$ cat src/rtl/recv_reg_pkg.sv
// Shared types and sizes for the serial-to-AXIS receiver.
// Optional feature macro: RECV_REG_GLITCH_FILTER_EN (see sync_edge_det).
package recv_reg_pkg;

    localparam int WORD_BITS = 32;
    localparam int CNT_W     = 6;
    localparam int TO_W      = 16;

    typedef enum logic {
        IDLE  = 1'b0,
        SHIFT = 1'b1
    } rx_state_t;

endpackage

$ cat src/rtl/recv_reg_axis_sync_edge_det.sv
// Synchronizes the serial clock/data pair into axis_aclk and produces a
// one-cycle rising-edge strobe with the data bit aligned to it.
// With RECV_REG_GLITCH_FILTER_EN defined, an edge needs FILTER_LEN stable
// high cycles after at least FILTER_LEN stable low cycles.
module sync_edge_det #(
    parameter int FILTER_LEN = 3
) (
    input  logic axis_aclk,
    input  logic axis_reset_n,
    input  logic i_clk,
    input  logic i_data,
    output logic edge_p,
    output logic bit_q
);

    logic clk_s1, clk_s2;
    logic data_s1, data_s2;

    // Two-flop synchronizers; the clock chain resets high so a line already high at release is not an edge
    always_ff @(posedge axis_aclk) begin
        if (!axis_reset_n) begin
            clk_s1  <= 1'b1;
            clk_s2  <= 1'b1;
            data_s1 <= 1'b0;
            data_s2 <= 1'b0;
        end else begin
            clk_s1  <= i_clk;
            clk_s2  <= clk_s1;
            data_s1 <= i_data;
            data_s2 <= data_s1;
        end
    end

    assign bit_q = data_s2;

`ifdef RECV_REG_GLITCH_FILTER_EN
    localparam int FW = $clog2(FILTER_LEN + 1);

    logic [FW-1:0] hi_run;
    logic [FW-1:0] lo_run;
    logic          armed;

    // Run-length counters on the synchronized clock; armed means the preceding low run was long enough
    always_ff @(posedge axis_aclk) begin
        if (!axis_reset_n) begin
            hi_run <= '0;
            lo_run <= '0;
            armed  <= 1'b0;
        end else if (clk_s2) begin
            lo_run <= '0;
            if (hi_run != FW'(FILTER_LEN))
                hi_run <= hi_run + 1'b1;
            if (edge_p)
                armed <= 1'b0;
        end else begin
            hi_run <= '0;
            if (lo_run != FW'(FILTER_LEN))
                lo_run <= lo_run + 1'b1;
            armed <= (lo_run >= FW'(FILTER_LEN - 1));
        end
    end

    assign edge_p = clk_s2 & armed & (hi_run == FW'(FILTER_LEN - 1));
`else
    logic clk_s3;

    // Previous synchronized clock level for plain edge detection
    always_ff @(posedge axis_aclk) begin
        if (!axis_reset_n)
            clk_s3 <= 1'b1;
        else
            clk_s3 <= clk_s2;
    end

    assign edge_p = clk_s2 & ~clk_s3;
`endif

endmodule

$ cat src/rtl/recv_reg_axis.sv
// Serial clock/data receiver: assembles 32-bit MSB-first words and hands
// them out through a single-entry AXI-Stream master holding register.
// Optional feature macro: RECV_REG_GLITCH_FILTER_EN (glitch filter on i_clk).
module recv_reg_axis
    import recv_reg_pkg::*;
#(
    parameter int CLK_DIV    = 76,
    parameter int TIMEOUT    = CLK_DIV * 4,
    parameter int FILTER_LEN = 3
) (
    input  logic                 axis_aclk,
    input  logic                 axis_reset_n,
    input  logic                 i_clk,
    input  logic                 i_data,
    output logic [WORD_BITS-1:0] m_axis_data,
    output logic                 m_axis_valid,
    input  logic                 m_axis_ready,
    output logic                 o_busy,
    output logic                 o_overflow,
    output logic                 o_frame_err
);

    logic                 edge_p;
    logic                 bit_q;
    rx_state_t            state;
    logic [CNT_W-1:0]     bit_cnt;
    logic [TO_W-1:0]      to_cnt;
    logic [WORD_BITS-1:0] shift_reg;
    logic [WORD_BITS-1:0] next_word;
    logic                 word_done;

    sync_edge_det #(
        .FILTER_LEN (FILTER_LEN)
    ) u_sync (
        .axis_aclk    (axis_aclk),
        .axis_reset_n (axis_reset_n),
        .i_clk        (i_clk),
        .i_data       (i_data),
        .edge_p       (edge_p),
        .bit_q        (bit_q)
    );

    assign next_word = {shift_reg[WORD_BITS-2:0], bit_q};
    assign word_done = (state == SHIFT) && edge_p && (bit_cnt == CNT_W'(WORD_BITS - 1));

    // Receive FSM, idle timeout and the AXIS holding register, all registered together
    always_ff @(posedge axis_aclk) begin
        if (!axis_reset_n) begin
            state        <= IDLE;
            bit_cnt      <= '0;
            to_cnt       <= '0;
            shift_reg    <= '0;
            m_axis_data  <= '0;
            m_axis_valid <= 1'b0;
            o_busy       <= 1'b0;
            o_overflow   <= 1'b0;
            o_frame_err  <= 1'b0;
        end else begin
            o_overflow  <= 1'b0;
            o_frame_err <= 1'b0;

            case (state)
                IDLE: begin
                    bit_cnt <= '0;
                    to_cnt  <= '0;
                    if (edge_p) begin
                        shift_reg <= next_word;
                        bit_cnt   <= CNT_W'(1);
                        state     <= SHIFT;
                        o_busy    <= 1'b1;
                    end
                end
                SHIFT: begin
                    if (edge_p) begin
                        shift_reg <= next_word;
                        to_cnt    <= '0;
                        if (word_done) begin
                            bit_cnt <= '0;
                            state   <= IDLE;
                            o_busy  <= 1'b0;
                        end else begin
                            bit_cnt <= bit_cnt + 1'b1;
                        end
                    end else if (to_cnt == TO_W'(TIMEOUT - 1)) begin
                        to_cnt      <= '0;
                        bit_cnt     <= '0;
                        state       <= IDLE;
                        o_busy      <= 1'b0;
                        o_frame_err <= 1'b1;
                    end else begin
                        to_cnt <= to_cnt + 1'b1;
                    end
                end
            endcase

            if (word_done) begin
                if (!m_axis_valid || m_axis_ready) begin
                    m_axis_data  <= next_word;
                    m_axis_valid <= 1'b1;
                end else begin
                    o_overflow <= 1'b1;
                end
            end else if (m_axis_valid && m_axis_ready) begin
                m_axis_valid <= 1'b0;
            end
        end
    end

endmodule

$ cat config.mk
export PLATFORM = sky130hd
export DESIGN_NAME = recv_reg_axis
export DESIGN_NICKNAME = d
export VERILOG_FILES = /design/src/rtl/recv_reg_pkg.sv /design/src/rtl/recv_reg_axis_sync_edge_det.sv /design/src/rtl/recv_reg_axis.sv
export SDC_FILE = /design/constraint.sdc
export NUM_CORES = 1
export LEC_CHECK = 0
export ABC_CLOCK_PERIOD_IN_PS = 1650
export BUFFER_PORTS_ARGS = -buffer_cell sky130_fd_sc_hd__buf_2
export CAP_MARGIN = 0
export CORE_MARGIN = 2
export CORE_UTILIZATION = 51
export DETAILED_ROUTE_END_ITERATION = 7
export PLACE_DENSITY = 0.79
export RECOVER_POWER = 25
export SLEW_MARGIN = 15
export SYNTH_ARGS = -nofsm -noshare
export SYNTH_HDL_FRONTEND = slang
export SYNTH_HIERARCHICAL = 1
export SYNTH_SLANG_ARGS = --single-unit
$ cat constraint.sdc
create_clock -name axis_aclk -period 1.65 [get_ports axis_aclk]
set_clock_uncertainty 0.15 [all_clocks]
set_input_delay 0.2475 -clock axis_aclk [delete_from_list [all_inputs] [get_ports axis_aclk]]
set_output_delay 0.2475 -clock axis_aclk [all_outputs]
set_load 0.05 [all_outputs]
Word-level counts from Yosys, hierarchy flattened
Cells that the tools add are included.
{"block": "word_totals", "register_bits": 95, "out_inout_bits": 36}
{"block": "op_classes", "n_bitwise": 4, "addsub": 2, "mux": 24, "eq_ne": 6, "reduce_logical": 11}
{"operator": "2-to-1 mux 16 bit", "n": 2}
{"operator": "case mux 16 bit (2 select lines)", "n": 1}
{"operator": "2-to-1 mux 31 bit", "n": 1}
{"operator": "2-to-1 mux 6 bit", "n": 3}
{"operator": "adder 16 x 1 -> 16 bit, second input constant", "n": 1}
{"operator": "equality test 16 x 9 -> 1 bit, second input constant", "n": 1}
{"operator": "2-to-1 mux 1 bit", "n": 14}
{"operator": "case mux 6 bit (2 select lines)", "n": 1}
{"operator": "adder 6 x 1 -> 6 bit, second input constant", "n": 1}
{"operator": "equality test 6 x 5 -> 1 bit, second input constant", "n": 1}
{"operator": "inequality test 3 x 2 -> 1 bit, second input constant", "n": 2}
{"operator": "AND reduction 2 bit", "n": 3}
{"operator": "case mux 1 bit (2 select lines)", "n": 2}
{"operator": "logical AND 1 bit", "n": 3}
{"operator": "NOT 1 bit", "n": 3}
{"operator": "AND reduction 3 bit", "n": 1}
{"operator": "OR reduction 3 bit", "n": 1}
{"operator": "inequality test 2 x 1 -> 1 bit, second input constant", "n": 1}
{"operator": "inequality test 2 bit, second input constant", "n": 1}
{"operator": "nonzero test 2 bit", "n": 1}
{"operator": "bitwise AND 1 bit", "n": 1}
{"operator": "zero test 1 bit", "n": 1}
{"operator": "logical OR 1 bit", "n": 1}

Longest topological paths before layout
Gate-level depths: netlist of run 1.
{"block": "logic_depth", "ltp_word": 7, "ltp_mapped": 7, "depth_no_buf": 5}

Hierarchy
The synthesis of run 1 kept the hierarchy.
{"mod": "recv_reg_axis", "area_each_um2": 3424.5, "instances": 1, "cells_each": 380, "seq_area_each_um2": 1801.7}
{"mod": "sync_edge_det", "area_each_um2": 137.6, "instances": 1, "cells_each": 11, "seq_area_each_um2": 100.1}

Least setup slack after synthesis of run 1
Ideal clock, no wire load.
{"block": "synth_path", "path_kind": "reg2reg", "start": "reg m_axis_valid", "end": "reg m_axis_data[7]", "path_slack_ps": -116, "setup_time_ps": 124, "n_path_buf": 1, "stages_incl_launch_ff": 5, "required_time_ps": 1376, "t_arrival_ps": 1493, "path_cell_list": "dfxtp_1 > nor2b_1 > nor4_4 > clkbuf_2 > o21ai_0"}
{"block": "synth_between", "elab_chain_len": 3}
{"element": "start, declared", "line_no": "recv_reg_axis.sv:16", "rtl": "output logic m_axis_valid,"}
{"element": "start signal, assigned", "line_no": "recv_reg_axis.sv:54", "rtl": "m_axis_valid <= 1'b0;"}
{"element": "start signal, assigned", "line_no": "recv_reg_axis.sv:99", "rtl": "m_axis_valid <= 1'b1;"}
{"element": "start signal, assigned", "line_no": "recv_reg_axis.sv:104", "rtl": "m_axis_valid <= 1'b0;"}
{"element": "zero test 1 bit", "line_no": "recv_reg_axis.sv:97", "rtl": "if (!m_axis_valid || m_axis_ready) begin"}
{"element": "logical OR 1 bit", "line_no": "recv_reg_axis.sv:97"}
{"element": "AND reduction 2 bit (no line)"}
{"element": "end signal, assigned", "line_no": "recv_reg_axis.sv:98", "rtl": "m_axis_data <= next_word;"}
{"element": "end, declared", "line_no": "recv_reg_axis.sv:15", "rtl": "output logic [WORD_BITS-1:0] m_axis_data,"}
No other way between the ends.
A chain may end at the register's enable or synchronous reset.

Final worst setup path of run 1
{"block": "layout_path", "start": "reg to_cnt[2]", "end": "reg to_cnt[9]"}
{"block": "layout_between", "elab_chain_len": 4, "elab_cells_between_ends": 5, "cone_classes": "1 x add/sub; 1 x eq/ne; 3 x mux"}
{"element": "start, declared", "line_no": "recv_reg_axis.sv:27", "rtl": "logic [TO_W-1:0] to_cnt;"}
{"element": "start signal, assigned", "line_no": "recv_reg_axis.sv:91", "rtl": "to_cnt <= to_cnt + 1'b1;"}
{"element": "adder 16 x 1 -> 16 bit / equality test 16 x 9 -> 1 bit (equally long branches)", "line_no": "recv_reg_axis.sv:91, recv_reg_axis.sv:84"}
{"element": "2-to-1 mux 16 bit (*)", "line_no": "recv_reg_axis.sv:84", "rtl": "end else if (to_cnt == TO_W'(TIMEOUT - 1)) begin"}
{"element": "2-to-1 mux 16 bit (*)", "line_no": "recv_reg_axis.sv:74", "rtl": "if (edge_p) begin"}
{"element": "case mux 16 bit (2 select lines) (*)", "line_no": "recv_reg_axis.sv:62", "rtl": "case (state)"}
Mark *: on every way between the ends. The rest lies on a longest branch, timed or not.

==> results of run 1 <==
-- synth_stat cells (4+ instances only) --
library cell	n	share of area, %
nand2b_1	4	0.70
a31oi_1	4	0.70
nor4_1	7	1.2
nand3_1	42	5.9
xnor2_1	13	3.2
o21ai_0	28	3.9
inv_1	4	0.42
buf_4	5	1.1
nand2_1	39	4.1
nor2_1	53	5.6
nor3_1	5	0.70
nand4_1	6	1.1
clkbuf_1	12	1.3
o21ai_1	7	0.98
dfxtp_1	95	53
mux2i_1	31	8.7
-- final cells by class --
| type | instances | area share, % |
|---|---|---|
| Clock buffer | 9 | 2.74 |
| Clock inverter | 6 | 1.91 |
| Inverter | 5 | 0.415 |
| Multi-Input combinational cell | 267 | 37.2 |
| Sequential cell | 95 | 42.2 |
| Tap cell | 96 | 2.65 |
| Timing Repair Buffer | 76 | 12.9 |
-- kinds of logic after synthesis --
| logic type | count (synthesis) | synth area share (%) |
|---|---|---|
| buffers and inverters | 29 | 3.72 |
| xor gates and xnor gates | 14 | 3.44 |
| adders and majority gates | 2 | 0.702 |
| muxes | 31 | 8.71 |
| DFF | 95 | 53.4 |
| AOI/OAI and AO/OA | 46 | 6.99 |
| and+or+nand+nor | 174 | 23.0 |
-- metal layers --
layer	wire length, microns	part of all wire (%)	up-vias
li1	-	-	1463
met1	3640	47	1377
met2	3740	48	61
met3	279	3.6	8
met4	105	1.4	0
met5	0	0	-
-- through the flow --
| stage | util, % | setup slack [ns] | instances |
|---|---|---|---|
| 5_1_grt | 66.6 | -0.0815 | 554 |
| 6_report | 66.6 | 0.0115 | 554 |
| 2_1_floorplan | - | -0.00582 | 391 |
| 4_1_cts | 63.6 | 0.00212 | 550 |
| 3_3_place_gp | 59.1 | 0.0516 | 529 |
| 3_5_place_dp | 59.1 | -0.0354 | 529 |
-- worst max-delay path by stage --
stage / start / to
finish: to_cnt[2]$_SDFF_PP0_ / to_cnt[9]$_SDFF_PP0_
global route: u_sync/clk_s2$_SDFF_PN1_ / m_axis_data[31]$_SDFFE_PN0P_
CTS: bit_cnt[0]$_SDFFE_PN0P_ / m_axis_data[1]$_SDFFE_PN0P_
detailed placement: bit_cnt[1]$_SDFFE_PN0P_ / m_axis_data[14]$_SDFFE_PN0P_
global placement: bit_cnt[1]$_SDFFE_PN0P_ / m_axis_data[17]$_SDFFE_PN0P_
floorplan: u_sync/clk_s2$_SDFF_PN1_ / m_axis_data[0]$_SDFFE_PN0P_
-- timing repair --
| item | in CTS | in global routing |
|---|---|---|
| cloned | 1 | 2 |
| hold buffers | 3 | 0 |
| pin swaps | 3 | 10 |
| setup buffers | 2 | 2 |
| endpoints found under the setup margin | 25 | 56 |
| endpoints found under the hold margin | 3 | 0 |
| gates resized for setup | 7 | 39 |
-- placed cells by master, fill, tap and decap left out, types with 3 or more instances in the layout --
master         count
a21oi_1            3
a31oi_1            4
and2_1             3
buf_12             3
buf_2             40
buf_4             24
buf_6              3
clkbuf_8           9
dfxtp_1           87
dfxtp_2            8
dlygate4sd3_1      3
inv_1              4
mux2i_1           31
nand2_1           38
nand2b_1           3
nand3_1           33
nand3_2            8
nand4_1            6
nor2_1            53
nor3_1             5
nor4_1             4
o21ai_0           21
o21ai_1           12
xnor2_1           13
-- worst register-to-register path, cell delays in order, from the launching register on --
cell     delay [ns]
dfxtp_1        0.45
nand4_1        0.34
nor4_1         0.39
xnor2_1        0.16
nor2_1         0.05
-- report_power, final --
group	switching, mW	internal (mW)
combinational	0.0718	0.0393
sequential	0.00457	2.30
clock	0.814	0.842
==> results.txt, run 1 <==
RSZ-0062 raised after global routing: true
final net count: 461
Routed Antenna Nets: 0
GRT busiest layer: met2
Synth-to-Final Area Change: 27.1%
Post-Route Setup TNS: 0 ns
TritonCTS Buffers: 9
placed wire-length estimate: 4.64 mm
kind of end point of the critical path: register
hold path start: m_axis_ready
GRT met1 Usage: 25.5%
Clock Tree Buf Depth: 2
Async S/R FF share, synth: 0%
post-synthesis average cell area: 9.11 sq um
number of synthesized flops with an enable pin: 0
Crit. path cell count: 4
Top-Level Pins: 41
CTS tree: yes
post-synth cell types: 35
Worst R2R Path Depth: 4
worst slew pin tran: 0.434 ns
number of fill cells: 509
I/O Buffers: 40
Syn Inst Count: 391
Static Leak: 1.65 nW
fin area: 4530 sq um
pwr dens: 899 nW/um^2
largest net degree at the start of global routing: 46
GR Util met2: 32.6%
min Tclk post-route: 1.64 ns
vias in the first global route: 2624
Top Family by Delay on Critical Path: simple AND/OR/NAND/NOR gates
Crit path required time: 1.76 ns
crit path buf inv count: 0
worst r2r src: to_cnt[2]$_SDFF_PP0_
max FFs per register: 32
Initial DRC Count: 158
Setup CP Type: register to register
Worst path slowest cell: dfxtp_1
Slowest Stage Delay on Critical Path: 0.45 ns
Fin. Hold Viols: 0
area taken by flip-flops and latches: 1910 sq um
htree depth: 3
Worst Setup Start Kind: register
routed wire length per instance: 14.0 microns
Slew Limit Fails: 0
Skew-Pair Late Insertion Delay: 0.37 ns
Syn Nets: 398
Critical Path AT: 1.75 ns
Synth Register Bits: 95
# Max-Cap Violations: 0
RePlAce Congestion: 0.847
period utilization: 99.3%
DIE WIDTH: 87.6 microns
initial antenna violation count: 0
GRT overflow: 0
ys flop type: dfxtp_1
post-route DRC violation count: 0
crit path max fanout: 6
mapped cell area: 3560 sq um
Fin Hold WS: 0.0895 ns
clk slew on worst S/H paths: 0.09 ns
capture point of the worst reg-to-reg path: to_cnt[9]$_SDFF_PP0_
clock root cell: clkbuf_8
TritonRoute pass-1 iters: 4
total wire length: 7.76 mm
R2R setup slack: 0.01 ns
Hold Path Sink: o_overflow$_SDFF_PN0_
YS warnings: 6
outcome: completed
total core area: 6790 sq um
slew margin rel.: 71.1%
Max Clk Rate: 610 MHz
via/cell ratio: 5.25
Worst Hold Class: primary input to register
Die Height: 87.6 microns
crit path cell chain: nand4_1 > nor4_1 > xnor2_1 > nor2_1
multi-input logic area: 1680 sq um
Sink Count: 95
via count: 2909
layout cell share with drive strength beyond 1: 27.1%
sequential fraction of the synthesis area: 53.4%
Site Rows: 30
placed instance area: 4020 sq um
initial core utilization: 52.4%
Diodes inserted: 0
first-pass GRT wire length: 12.0 mm
peak supply drop: 0.575 mV
Die ar.: 7670 sq um
met3 Usage GRT: 4.81%
worst hold path depth: 3
power consumption: 4.07 mW
setup violators final: 0
GRT Total Usage: 20.0%
No activity file was read; power rests on OpenSTA's default activity.
==> run 2: changes to the inputs <==
--- a/config.mk
+++ b/config.mk
@@ -12,7 +12,8 @@
 export CORE_UTILIZATION = 51
 export DETAILED_ROUTE_END_ITERATION = 7
 export PLACE_DENSITY = 0.79
-export RECOVER_POWER = 25
+export RECOVER_POWER = 50
+export SETUP_SLACK_MARGIN = 0.15
 export SLEW_MARGIN = 15
 export SYNTH_ARGS = -nofsm -noshare
 export SYNTH_HDL_FRONTEND = slang
==> run 2 against run 1 <==
  * The flow now finishes with violations (setup timing)
  * Final cell count up 1.3%
  * Critical path depth up 3
  * Die area unchanged
  * Combinational power up 13%
  * Sequential power about the same
  * Largest cell class unchanged
==> results.txt, run 2 (synthesis results as in run 1) <==
outcome: complete, but fails checks
Hold Path Sink: u_sync/clk_s1$_SDFF_PN1_
DIE WIDTH: 87.6 microns
Diodes inserted: 0
Sink Count: 95
pwr dens: 812 nW/um^2
Slowest Stage Delay on Critical Path: 0.37 ns
final net count: 467
Slew Limit Fails: 0
worst slew pin tran: 0.322 ns
clock root cell: clkbuf_8
kind of end point of the critical path: register
Top-Level Pins: 41
via count: 3002
vias in the first global route: 2752
min Tclk post-route: 1.73 ns
clk slew on worst S/H paths: 0.10 ns
GRT Total Usage: 21.6%
RePlAce Congestion: 0.786
layout cell share with drive strength beyond 1: 32.5%
Worst R2R Path Depth: 7
Crit path required time: 1.81 ns
CP Launch Point: bit_cnt[1]$_SDFFE_PN0P_
Initial DRC Count: 151
R2R setup slack: -0.08 ns
placed wire-length estimate: 4.26 mm
peak supply drop: 0.590 mV
Clock Tree Buf Depth: 2
hold path start: axis_reset_n
RSZ-0062 raised after global routing: true
I/O Buffers: 40
Fin. Hold Viols: 0
setup violators final: 31
via/cell ratio: 5.35
TritonRoute pass-1 iters: 4
Setup WS pre-CTS: -0.00154 ns
total wire length: 8.54 mm
failing checks: setup timing
TritonCTS Buffers: 9
Synth-to-Final Area Change: 35.8%
Skew-Pair Late Insertion Delay: 0.37 ns
post-layout util: 71.2%
Worst Setup Slack, final: -0.0795 ns
Max Clk Rate: 578 MHz
number of fill cells: 451
GRT overflow: 0
largest net degree at the start of global routing: 50
worst r2r src: bit_cnt[1]$_SDFFE_PN0P_
crit path max fanout: 8
capture point of the worst reg-to-reg path: m_axis_data[19]$_SDFFE_PN0P_
initial antenna violation count: 0
routed wire length per instance: 15.2 microns
post-route DRC violation count: 0
Worst Setup Start Kind: register
# Max-Cap Violations: 0
Die Height: 87.6 microns
crit path cell chain: ha_4 > nand3_4 > nor4_4 > buf_6 > clkbuf_16 > nand3_1 > o21ai_1
max FFs per register: 32
total core area: 6790 sq um
most frequent cells in the layout: 89 x dfxtp_1, 50 x nor2_1, 40 x buf_2
htree depth: 3
period utilization: 105%
Site Rows: 30
most common cell after layout, fill and taps aside: dfxtp_1
Routed Antenna Nets: 0
slew margin rel.: 78.6%
Worst Hold Class: primary input to register
Setup CP Type: register to register
Critical Path AT: 1.89 ns
Worst path slowest cell: dfxtp_2
CTS tree: yes
first-pass GRT wire length: 12.9 mm
power consumption: 3.93 mW
Die ar.: 7670 sq um
worst hold path depth: 2
Static Leak: 1.78 nW
initial core utilization: 52.4%
## run 2: metrics by stage
stage	TNS, ns	hold slack (ns)	instances	instance area, sq um
after floorplan	-0.117	0.171	391	3630
after global placement	0	0.242	523	4030
after detailed placement	-0.00154	0.242	523	4030
after CTS	0	0.0306	553	4550
after global routing	-3.98	0.0606	561	4840
final	-1.03	0.0464	561	4840
## run 2: metal layers
layer	global-route usage, %	wire, microns	vias to the layer above
li1	-	-	1478
met1	28.1	3750	1410
met2	35.1	4130	101
met3	4.71	525	13
met4	8.67	140	0
met5	0	0	-
## run 2: report_power, final
group	switching (mW)	internal, mW	total [mW]
combinational	0.0762	0.0487	0.125
sequential	0.00530	2.30	2.30
clock	0.874	0.627	1.50
## run 2: final cells by class
class	instances	area [sq um]	area share [%]
Inverter	5	18.8	0.388
Clock inverter	6	57.6	1.19
Multi-Input combinational cell	267	1830	37.8
Timing Repair Buffer	82	763	15.8
Sequential cell	95	1910	39.5
Tap cell	96	120	2.48
Clock buffer	10	138	2.85
## run 2: worst max-delay path, delay by kind of cell (launching register included)
kind,cells,cell delay (ns)
buffers and inverters,2,0.38
flip-flops,1,0.37
adder cells (fa/ha/maj),1,0.16
AND/OR/NAND/NOR,3,0.54
AO/OA/AOI/OAI,1,0.08
## run 2: worst max-delay path by stage
stage | slack (ns) | depth (start not counted) | end
2_1_floorplan | -0.005 | 5 | m_axis_data[0]$_SDFFE_PN0P_
3_3_place_gp | 0.05 | 6 | m_axis_data[19]$_SDFFE_PN0P_
3_5_place_dp | -0.002 | 6 | m_axis_data[19]$_SDFFE_PN0P_
4_1_cts | 0.02 | 7 | m_axis_data[27]$_SDFFE_PN0P_
5_1_grt | -0.15 | 7 | m_axis_data[4]$_SDFFE_PN0P_
6_report | -0.08 | 7 | m_axis_data[19]$_SDFFE_PN0P_
## run 2: timing repair
item,CTS,global route
buffers inserted,8,3
cloned,4,5
endpoints found under the hold margin,2,0
pin swaps,10,12
resized for setup,32,57
endpoints found under the setup margin,61,85
hold buffers,2,0
==> run 3: changes to the inputs <==
==> constraint.sdc (replaced) <==
create_clock -name axis_aclk -period 1.65 [get_ports axis_aclk]
set_clock_uncertainty 0.15 [all_clocks]
set_input_delay 0.495 -clock axis_aclk [delete_from_list [all_inputs] [get_ports axis_aclk]]
set_output_delay 0.495 -clock axis_aclk [all_outputs]
set_load 0.05 [all_outputs]
==> run 3 against run 2 <==
  * The flow still finishes with violations (setup timing)
  * Non-clock buffer count grew 11
  * Clock power is essentially flat
  * Clock-buffer cell count shrank 1
  * Hold slack gained 0.11 ns
  * Critical endpoint is now m_axis_data[1]$_SDFFE_PN0P_
==> results.txt, run 3 (synthesis results as in run 1) <==
Initial DRC Count: 248
total core area: 6790 sq um
Critical Path AT: 1.87 ns
placed cell count: 525
area taken by flip-flops and latches: 1960 sq um
Diodes inserted: 0
Sink Count: 95
htree depth: 3
Synth-to-Final Area Change: 45.3%
Worst Setup Start Kind: register
Fin Hold WS: 0.159 ns
CP Launch Point: bit_cnt[0]$_SDFFE_PN0P_
kind of end point of the critical path: register
Clock Tree Buf Depth: 2
# Max-Cap Violations: 0
Slew Limit Fails: 0
Worst Hold Class: primary input to register
worst slew pin tran: 0.347 ns
Worst R2R Path Depth: 7
multi-input logic area: 1750 sq um
Max Clk Rate: 577 MHz
Layout Cells excl Fill: 572
post-route DRC violation count: 0
hold path start: i_clk
TritonRoute pass-1 iters: 4
Site Rows: 30
Skew-Pair Late Insertion Delay: 0.38 ns
placed wire-length estimate: 4.49 mm
largest net degree at the start of global routing: 33
power consumption: 3.90 mW
via/cell ratio: 5.51
worst r2r src: bit_cnt[0]$_SDFFE_PN0P_
Die ar.: 7670 sq um
number of fill cells: 422
outcome: complete, but fails checks
layout cell share with drive strength beyond 1: 41.0%
total wire length: 9.72 mm
GRT Total Usage: 23.0%
GRT overflow: 0
Hold Path Sink: u_sync/clk_s1$_SDFF_PN1_
TritonCTS Buffers: 9
Static Leak: 1.86 nW
R2R setup slack: -0.08 ns
Top-Level Pins: 41
most frequent cells in the layout: 52 x nor2_1, 52 x dfxtp_1, 42 x dfxtp_2
DIE WIDTH: 87.6 microns
Crit path required time: 1.79 ns
setup violators final: 26
Fin. Hold Viols: 0
CTS tree: yes
I/O Buffers: 40
pwr dens: 754 nW/um^2
clock root cell: clkbuf_8
via count: 3149
initial antenna violation count: 0
failing checks: setup timing
capture point of the worst reg-to-reg path: m_axis_data[1]$_SDFFE_PN0P_
slew margin rel.: 76.9%
routed wire length per instance: 17.0 microns
Die Height: 87.6 microns
RePlAce Congestion: 0.772
peak supply drop: 0.722 mV
clk slew on worst S/H paths: 0.10 ns
Worst Setup Slack, final: -0.0839 ns
min Tclk post-route: 1.73 ns
crit path max fanout: 16
max FFs per register: 32
RSZ-0062 raised after global routing: true
period utilization: 105%
first-pass GRT wire length: 14.0 mm
Setup CP Type: register to register
final net count: 478
Routed Antenna Nets: 0
initial core utilization: 52.4%
worst hold path depth: 2
vias in the first global route: 2976
==> run 3: changes by cell type in the layout (fill, tap and decap cells not counted), moves of 5 or more <==
cell	before	now
buf_2	40	3
buf_4	19	36
buf_8	0	36
dfxtp_1	89	52
dfxtp_2	6	42
nand3_1	27	34
nand3_2	13	7
o21ai_0	4	9
o21ai_1	28	15
o21ai_2	3	11
==> run 3: final cells by class <==
cell class / instances / area share, %
Clock buffer: 9 / 2.39
Clock inverter: 7 / 1.26
Inverter: 5 / 0.387
Multi-Input combinational cell: 267 / 33.9
Sequential cell: 95 / 37.8
Tap cell: 96 / 2.32
Timing Repair Buffer: 93 / 21.9
==> run 3: worst max path at each step <==
stage,end,slack [ns],cells after the start
2_1_floorplan,m_axis_data[0]$_SDFFE_PN0P_,-0.005,5
3_3_place_gp,m_axis_data[22]$_SDFFE_PN0P_,0.05,6
3_5_place_dp,m_axis_data[30]$_SDFFE_PN0P_,0.006,5
4_1_cts,m_axis_data[30]$_SDFFE_PN0P_,0.02,7
5_1_grt,m_axis_data[6]$_SDFFE_PN0P_,-0.15,7
6_report,m_axis_data[1]$_SDFFE_PN0P_,-0.08,7
==> run 3: through the flow <==
step                      utilization (%)  setup WS (ns)  cell area [sq um]  TNS [ns]
after floorplan                         -       -0.00472               3630    -0.117
after global placement               59.7         0.0468               4060         0
after detailed placement             59.7        0.00640               4060         0
after CTS                            71.5         0.0154               4860         0
after global routing                 76.2         -0.155               5170     -3.43
final                                76.2        -0.0839               5170    -0.593
==> run 3: layer usage <==
metal  global-route usage [%]  part of all wire [%]  vias up
li1                         -                     -     1502
met1                     29.2                    40     1521
met2                     38.0                    52      108
met3                     4.52                   5.1       18
met4                     10.3                   2.2        0
met5                        0                     0        -
==> run 3: worst max-delay path, cell delays in order (launching register included) <==
cell and delay (ns):
dfxtp_2 0.38, ha_4 0.17, nand3_4 0.11, nor4_4 0.24
buf_6 0.20, clkbuf_16 0.19, nand3_1 0.10, o21ai_0 0.11
==> run 3: repair_timing <==
action / in CTS / in global routing
pin swaps: 11 / 15
buffers inserted: 12 / 13
setup endpoints to repair: 94 / 122
resized for setup: 149 / 64
cloned: 5 / 1
hold buffers: 0 / 0
==> run 3: where the power goes <==
part           switching [mW]  internal (mW)  total [mW]
Combinational          0.0779         0.0467       0.125
Clock                   0.895          0.581        1.48
Sequential            0.00561           2.30        2.30
